### config.mk
export PLATFORM = sky130hd
export DESIGN_NAME = md_unit
export DESIGN_NICKNAME = d
export VERILOG_FILES = /design/src/rtl/md_unit.sv
export SDC_FILE = /design/constraint.sdc
export NUM_CORES = 2
export LEC_CHECK = 0
export CORE_MARGIN = 4
export CORE_UTILIZATION = 65
export DETAILED_ROUTE_END_ITERATION = 10
export PLACE_DENSITY_LB_ADDON = 0.2
export SYNTH_ARGS = -nofsm -noshare
export SYNTH_HDL_FRONTEND = slang
export SYNTH_SLANG_ARGS = --single-unit
### constraint.sdc
create_clock -name clk -period 10.1 [get_ports clk]
set_clock_uncertainty 0.15 [all_clocks]
set_input_delay 2.02 -clock clk [delete_from_list [all_inputs] [get_ports clk]]
set_output_delay 2.02 -clock clk [all_outputs]
set_load 0.02 [all_outputs]
### src/rtl/md_unit.sv
// md_unit -- execute-stage multiply/divide unit for the 5-stage MIPS pipeline.
//
// Multiply finishes in one cycle after the start cycle. Divide is a radix-2
// restoring divider on operand magnitudes: WIDTH iterations, then a sign fix.
// While an operation is in flight md_stallE holds the pipeline. The result
// is written to hi_outE/lo_outE and held until the next completion.
//
// Optional build macro: MD_DIV_EARLY_EN
//   When defined, a divide whose divisor is zero or whose |dividend| is less
//   than |divisor| finishes after a single DIV cycle. Its result is the same
//   as the full iterative run would give.
//
// Ports:
//   clk        in   rising-edge clock
//   rst        in   asynchronous reset, active low
//   startE     in   md instruction present in E (held high while stalled)
//   mulOrdivE  in   0 = multiply, 1 = divide
//   mdIsSignE  in   1 = signed, 0 = unsigned
//   srcaE      in   multiplicand / dividend
//   srcbE      in   multiplier / divisor
//   cancelE    in   E-stage flush; aborts any operation
//   md_stallE  out  stall request to the hazard unit
//   md_validE  out  one-cycle pulse, result valid on hi_outE/lo_outE
//   hi_outE    out  product high word / remainder
//   lo_outE    out  product low word / quotient
module md_unit #(
    parameter int WIDTH = 32,
    parameter int CNT_W = 6
) (
    input  logic             clk,
    input  logic             rst,
    input  logic             startE,
    input  logic             mulOrdivE,
    input  logic             mdIsSignE,
    input  logic [WIDTH-1:0] srcaE,
    input  logic [WIDTH-1:0] srcbE,
    input  logic             cancelE,
    output logic             md_stallE,
    output logic             md_validE,
    output logic [WIDTH-1:0] hi_outE,
    output logic [WIDTH-1:0] lo_outE
);

    typedef enum logic [1:0] {IDLE, MUL, DIV, DONE} state_t;

    state_t             state, stateNext;
    logic [CNT_W-1:0]   cnt;
    logic [WIDTH-1:0]   aReg;     // multiplicand, or dividend bits / quotient
    logic [WIDTH-1:0]   bReg;     // multiplier, or divisor magnitude
    logic [WIDTH-1:0]   remReg;   // partial remainder
    logic               isSign;
    logic               negQ;     // quotient negated at the end
    logic               negR;     // remainder negated at the end

    logic start;
    assign start = startE & ~cancelE;

    // Magnitudes use one extra bit so that the most negative operand
    // converts without truncation.
    logic [WIDTH:0] aExt, bExt, aMag, bMag;
    assign aExt = {mdIsSignE & srcaE[WIDTH-1], srcaE};
    assign bExt = {mdIsSignE & srcbE[WIDTH-1], srcbE};
    assign aMag = aExt[WIDTH] ? -aExt : aExt;
    assign bMag = bExt[WIDTH] ? -bExt : bExt;

    // Full-width product: both operands sign- or zero-extended to 2*WIDTH+2.
    logic signed [2*WIDTH+1:0] mulA, mulB, prod;
    assign mulA = {{(WIDTH+2){isSign & aReg[WIDTH-1]}}, aReg};
    assign mulB = {{(WIDTH+2){isSign & bReg[WIDTH-1]}}, bReg};
    assign prod = mulA * mulB;

    // One restoring step. The dividend bits shift out of the top of aReg
    // while quotient bits shift in at the bottom.
    logic [WIDTH:0]   shifted;
    logic [WIDTH+1:0] diff;
    logic             qBit;
    logic [WIDTH-1:0] remStep, quoStep;
    assign shifted = {remReg, aReg[WIDTH-1]};
    assign diff    = {1'b0, shifted} - {2'b00, bReg};
    assign qBit    = ~diff[WIDTH+1];
    assign remStep = qBit ? diff[WIDTH-1:0] : shifted[WIDTH-1:0];
    assign quoStep = {aReg[WIDTH-2:0], qBit};

    logic             early;
    logic [WIDTH-1:0] earlyQ, earlyR;
`ifdef MD_DIV_EARLY_EN
    // Only valid on the first DIV cycle, while aReg still holds |dividend|.
    logic earlyZero, earlySmall;
    assign earlyZero  = (cnt == '0) && (bReg == '0);
    assign earlySmall = (cnt == '0) && (aReg < bReg);
    assign early      = earlyZero | earlySmall;
    assign earlyQ     = earlyZero ? '1 : '0;
    assign earlyR     = aReg;
`else
    assign early  = 1'b0;
    assign earlyQ = '0;
    assign earlyR = '0;
`endif

    logic             lastIter, divFinish;
    logic [WIDTH-1:0] finQ, finR, sgnQ, sgnR;
    assign lastIter  = (cnt == CNT_W'(WIDTH-1));
    assign divFinish = lastIter | early;
    assign finQ      = early ? earlyQ : quoStep;
    assign finR      = early ? earlyR : remStep;
    assign sgnQ      = negQ ? -finQ : finQ;
    assign sgnR      = negR ? -finR : finR;

    logic unused;
    assign unused = ^{aMag[WIDTH], bMag[WIDTH], prod[2*WIDTH+1:2*WIDTH], diff[WIDTH]};

    // State register
    always_ff @(posedge clk or negedge rst) begin
        if (!rst) state <= IDLE;
        else      state <= stateNext;
    end

    // Next-state logic
    always_comb begin
        stateNext = state;
        case (state)
            IDLE: if (start) stateNext = mulOrdivE ? DIV : MUL;
            MUL:  stateNext = DONE;
            DIV:  if (divFinish) stateNext = DONE;
            DONE: stateNext = IDLE;   // startE still high here must not restart
            default: stateNext = IDLE;
        endcase
        if (cancelE) stateNext = IDLE;
    end

    // Output logic. The stall is combinational in IDLE so the hazard unit
    // sees it in the start cycle itself.
    always_comb begin
        md_stallE = 1'b0;
        md_validE = 1'b0;
        case (state)
            IDLE:    md_stallE = rst & start;
            MUL,
            DIV:     md_stallE = ~cancelE;
            DONE:    md_validE = ~cancelE;
            default: ;
        endcase
    end

    // Datapath
    always_ff @(posedge clk or negedge rst) begin
        if (!rst) begin
            cnt     <= '0;
            aReg    <= '0;
            bReg    <= '0;
            remReg  <= '0;
            isSign  <= 1'b0;
            negQ    <= 1'b0;
            negR    <= 1'b0;
            hi_outE <= '0;
            lo_outE <= '0;
        end else begin
            case (state)
                IDLE: if (start) begin
                    isSign <= mdIsSignE;
                    cnt    <= '0;
                    remReg <= '0;
                    if (mulOrdivE) begin
                        aReg <= aMag[WIDTH-1:0];
                        bReg <= bMag[WIDTH-1:0];
                        negQ <= aExt[WIDTH] ^ bExt[WIDTH];
                        negR <= aExt[WIDTH];
                    end else begin
                        aReg <= srcaE;
                        bReg <= srcbE;
                    end
                end
                MUL: if (!cancelE) begin
                    {hi_outE, lo_outE} <= prod[2*WIDTH-1:0];
                end
                DIV: if (!cancelE) begin
                    aReg   <= quoStep;
                    remReg <= remStep;
                    cnt    <= cnt + 1'b1;
                    if (divFinish) begin
                        hi_outE <= sgnR;
                        lo_outE <= sgnQ;
                    end
                end
                default: ;
            endcase
        end
    end

endmodule

Word-level counts from Yosys, hierarchy flattened --
Index checks and enable logic that the tools add are counted.
Cells by class: $add $sub $neg 6, multiply operators 1, div/mod/pow operators 0, order comparisons 0, eq/ne operators 10, shifts and indexed selects 0, muxes and demuxes 31, bitwise logic cells 9, reduce and logical (&&, ||, !) cells 9
Operators by type and width (number):
- $mux W32 | 17
- $pmux W32 S2 | 4
- $neg A32 Y32 | 4
- $mul A33 B33 Y64 | 1
- $sub A33 B32 Y34 | 1
- $mux W6 | 2
- $pmux W6 S2 | 1
- $mux W2 | 4
- $ne A2 B2 Y1 const B | 4
- $pmux W2 S4 | 1
- $add A6 B1 Y6 const B | 1
- $and A1 B1 Y1 | 6
- $eq A6 B5 Y1 const B | 1
- $ne A3 B3 Y1 const B | 2
- $reduce_and A3 Y1 | 2
- $eq A2 B2 Y1 const B | 2
- $reduce_and A2 Y1 | 2
- $reduce_and A4 Y1 | 1
- $reduce_bool A2 Y1 | 2
- $eq A2 B1 Y1 const B | 1
- $logic_not A2 Y1 | 1
- $not A1 Y1 | 2
- $pmux W1 S2 | 1
- $reduce_or A2 Y1 | 1
- other kinds (2) | 2
Storage, ports and cells: bits in registers 171, bits in latches 0, memory bits (writable) 0, memory bits (read-only) 0, bits of input ports 70, output and inout port bits 66, word-level logic and storage cells 76, memories kept 0

Longest topological paths before layout --
word-level depth 7, gate-level depth with buffers 32, gate-level depth less buffers 30

Worst setup path after synthesis --
Ideal clock, no wire load.
kind reg-to-reg, start reg bReg[3], end reg hi_outE[30], arrival time 7.718 ns, data required time 9.827 ns, path slack 2.109 ns, cell stages (with the launch flop) 31, path buffers 3, period minus slack after synthesis 7.991 ns, cells stage by stage dfrtp_1 clkbuf_1 clkbuf_1 nand2_1 inv_1 fa_1 fa_1 fa_1 inv_1 fa_1 inv_1 fa_1 fa_1 fa_1 inv_1 fa_1 inv_1 ha_1 clkbuf_1 a2111oi_0 o21ai_0 o22ai_1 o22ai_1 a21oi_1 nand2_1 a22oi_1 a21oi_1 a221oi_1 mux2i_1 nand3_1 o221a_2
Between the ends: longest elaborated chain between the ends 7, elaborated cells between the ends (all ways) 9, classes of those cells 2 x add/sub; 1 x mul; 6 x mux
Ends and longest elaborated chain:
- from (decl) | RTL line 49 | logic [WIDTH-1:0] bReg;
- from (signal assigned) | RTL line 165 | bReg <= bMag[WIDTH-1:0];
- from (signal assigned) | RTL line 170 | bReg <= srcbE;
- $sub A33 B32 Y34 | RTL line 79 | assign diff = {1'b0, shifted} - {2'b00, bReg};
- $mux W32 | RTL line 81 | assign remStep = qBit ? diff[WIDTH-1:0] : shifted[WIDTH-1:0];
- $neg A32 Y32 | RTL line 107 | assign sgnR = negR ? -finR : finR;
- $mux W32 | RTL line 107
- $mux W32 | RTL line 180 | if (divFinish) begin
- $mux W32 | RTL line 176 | DIV: if (!cancelE) begin
- $pmux W32 S2 (*) | RTL line 158 | case (state)
- to (signal assigned) | RTL line 174 | {hi_outE, lo_outE} <= prod[2*WIDTH-1:0];
- to (signal assigned) | RTL line 181 | hi_outE <= sgnR;
- to (decl) | RTL line 40 | output logic [WIDTH-1:0] hi_outE,
Every way passes the cells marked *; elsewhere a longest branch is shown, timed or not. The select of a mux whose other input is x is not followed. A chain may end at the register's enable or synchronous reset.

Worst setup path in the final report --
start reg bReg[0], end reg hi_outE[28]
Same word-level chain as after synthesis.

==> run metrics <==
status finished clean; CTS tree done; Seq/Total Area, Yosys 8.530%; hold_sp lo_outE[3]$_DFFE_PN0P_; max layer used met4; Die ar. 81,680 um^2; initial antenna violation count 5; most numerous cell in the Yosys netlist inv_1; area of the core 76,200 um^2; Clock transition at path regs 0.09 ns; cts bufs inserted 17; Reg-to-Reg Start bReg[0]$_DFFE_PN0P_; Post-Synth Simple-Gate Area about 16%; Worst EP arrival 9.43 ns; Clock Latency Late Sink 0.50 ns; Worst path slowest cell dfrtp_1; Final Cycle Share about nine tenths; most used flip-flop cell after synthesis dfrtp_1; Initial Utilization 65.83%; RSZ-0062 raised after global routing false; Post-synth EDFFs 0; WL met2 65,460 um; YS warnings 0; critical path's largest stage delay 1.05 ns; Layout area overhead 5.627%; r2r endpoint hi_outE[28]$_DFFE_PN0P_; net count after synthesis slightly above 7,000; Post-CTS Setup Bufs 0; sum of negative setup slack 0 ns; worst rel slew slack 15.35%; Die H about 290 um; WP data required 10.31 ns; worst hold path endpoint lo_outE[3]$_DFFE_PN0P_; wire per inst 22.75 um; Synth cell types 86; routed vias 39,800; post-synth top area share 44.94%; clk sinks between 150 and 200; reg2reg setup slack just under 0.9 ns; DP Wirelength 126,500 um; Die X 285.8 um; Post-Route M1 WL 60,670 um; post-route ant nets 0; first-pass GRT wire length roughly 240,000 um; endpoints failing hold 0; largest net degree at the start of global routing 107; main combinational cell family by area after synthesis adder cells; top post-synthesis cells by area fa_1, inv_1, dfrtp_1; nets@finish 7,096; syn avg cell area 8.771 um^2; synthesized instance count 5,719; hold depth 2; XOR/XNOR Fraction of Synth Area 3.824%; Detailed Route WL around 150,000 um; final setup vio count 0; multiplexer area fraction after synthesis 0.6710%; commonest cells in the netlist inv_1, fa_1, nand2_1, and2_1, clkbuf_1; ratio of cells with drive above 1 in the final layout under 10%; Final GP Congestion 1.008; Total GRT Usage 38.84%; FF-to-FF path depth 27; post-CTS sizing 0; row count 101; worst-path maximum fanout 25; kind of critical path reg2reg; fin. max-slew vios 0; Max-Cap Viols 0; post-synth top area cell fa_1; mapped cell area 50,160 um^2; Compound-Gate Fraction of Synth Area about 8.6%; Worst-Margin Slew 1.270 ns; IO Pins approximately 140; vias in the first global route 41,680; first drt pass iteration count 6; synthesized-area fraction occupied by adder cells 51.30%; HP Class reg2reg; post-layout util 69.53%; CP Capture Type register; startpoint types register; FF+latch count, synth 171; drt initial violations 3,852; crit path launch bReg[0]$_DFFE_PN0P_; Synth async-reset ratio between 90% and 100%; most used cell, CP fa_1; H-tree depth 4; residual DRC count 0; CTS Root Cell clkbuf_16; crit path time final 9.217 ns; hold buffer count at cts 0; FMAX around 110 MHz; metal3 WL 19,990 um; clock buffer depth 2; Via density 5.947; grt ovf 0; Port Buffers 135
[worst max-delay path by stage]
stage,slack [ns],depth (start not counted),endpoint
2_1_floorplan,2.11,30,hi_outE[30]$_DFFE_PN0P_
3_3_place_gp,1.19,27,hi_outE[28]$_DFFE_PN0P_
3_5_place_dp,1.04,27,hi_outE[28]$_DFFE_PN0P_
4_1_cts,1.01,27,hi_outE[28]$_DFFE_PN0P_
5_1_grt,0.40,27,hi_outE[28]$_DFFE_PN0P_
6_report,0.88,27,hi_outE[28]$_DFFE_PN0P_
[logic make-up (layout without fill, tap and decap cells)]
kind of cell,Yosys count,after routing
simple gates,1730,1730
buf+inv,1506,1445
fa+ha+maj,1381,1381
compound gates,679,679
xor+xnor,219,219
flops,171,171
mux,33,33
other cells,0,5
[layer usage]
layer	up-vias	global-route usage, %
met5	-	0
met4	0	12.75
met3	369	13.09
met2	2191	56.49
met1	20170	55.49
li1	17070	-
[state kept, by name (all words and copies together), names as in the netlist]
signal and cells:
negQ 1, negR 1, cnt 6, hi_outE 32, lo_outE 32, aReg 32
bReg 32, isSign 1, state 2, remReg 32
[cells in the final DEF (no fill, tap or decap), types with 24 or more instances in the layout]
cell type        instances
buf_4                  114
o211ai_1                29
nor2_1                 210
and2_1                 325
o31ai_1                 28
a22oi_1                 25
inv_1                 1162
a21o_1                  49
xor2_1                  95
nand3_1                 39
fa_1                  1126
nand2_1                954
xnor2_1                124
mux2i_1                 28
a21oi_1                176
nand2b_1                24
nor3_1                  28
ha_1                   254
dfrtp_1                171
o21ai_0                204
and3_1                  34
clkdlybuf4s50_1        134
[cell type report]
cell class | instances | area [um^2]
diodes | 5 | 12.51
clock buffers | 17 | 425.4
clock inverters | 15 | 180.2
fillers | 6124 | 23220
inverters | 1164 | 4372
multi-input cells | 4042 | 40220
flip-flops and latches | 171 | 4279
well taps | 1030 | 1289
repair buffers | 249 | 2211
[critical path: cells and delay by family, from the launching register on]
| family | cells | cell delay, ns |
|---|---|---|
| and+or+nand+nor | 2 | 0.43 |
| adders and majority gates | 9 | 4.39 |
| xor gates and xnor gates | 1 | 0.09 |
| DFF | 1 | 1.05 |
| buffers and inverters | 5 | 0.77 |
| AOI/OAI and AO/OA | 10 | 2.17 |
[through the flow]
stage               worst slack [ns]  cells  hold slack, ns  cell area [um^2]
finish                        0.8826   6693          0.3341             52990
global route                  0.4009   6691          0.3701             52980
CTS                            1.006   6688          0.3394             52970
detailed placement             1.042   6656          0.3217             52370
global placement               1.185   6656          0.3130             52370
floorplan                      2.109   5719          0.3153             50160
Power is not shown: default switching activity piles up to over one toggle a cycle in this logic, so the estimate is an artifact.
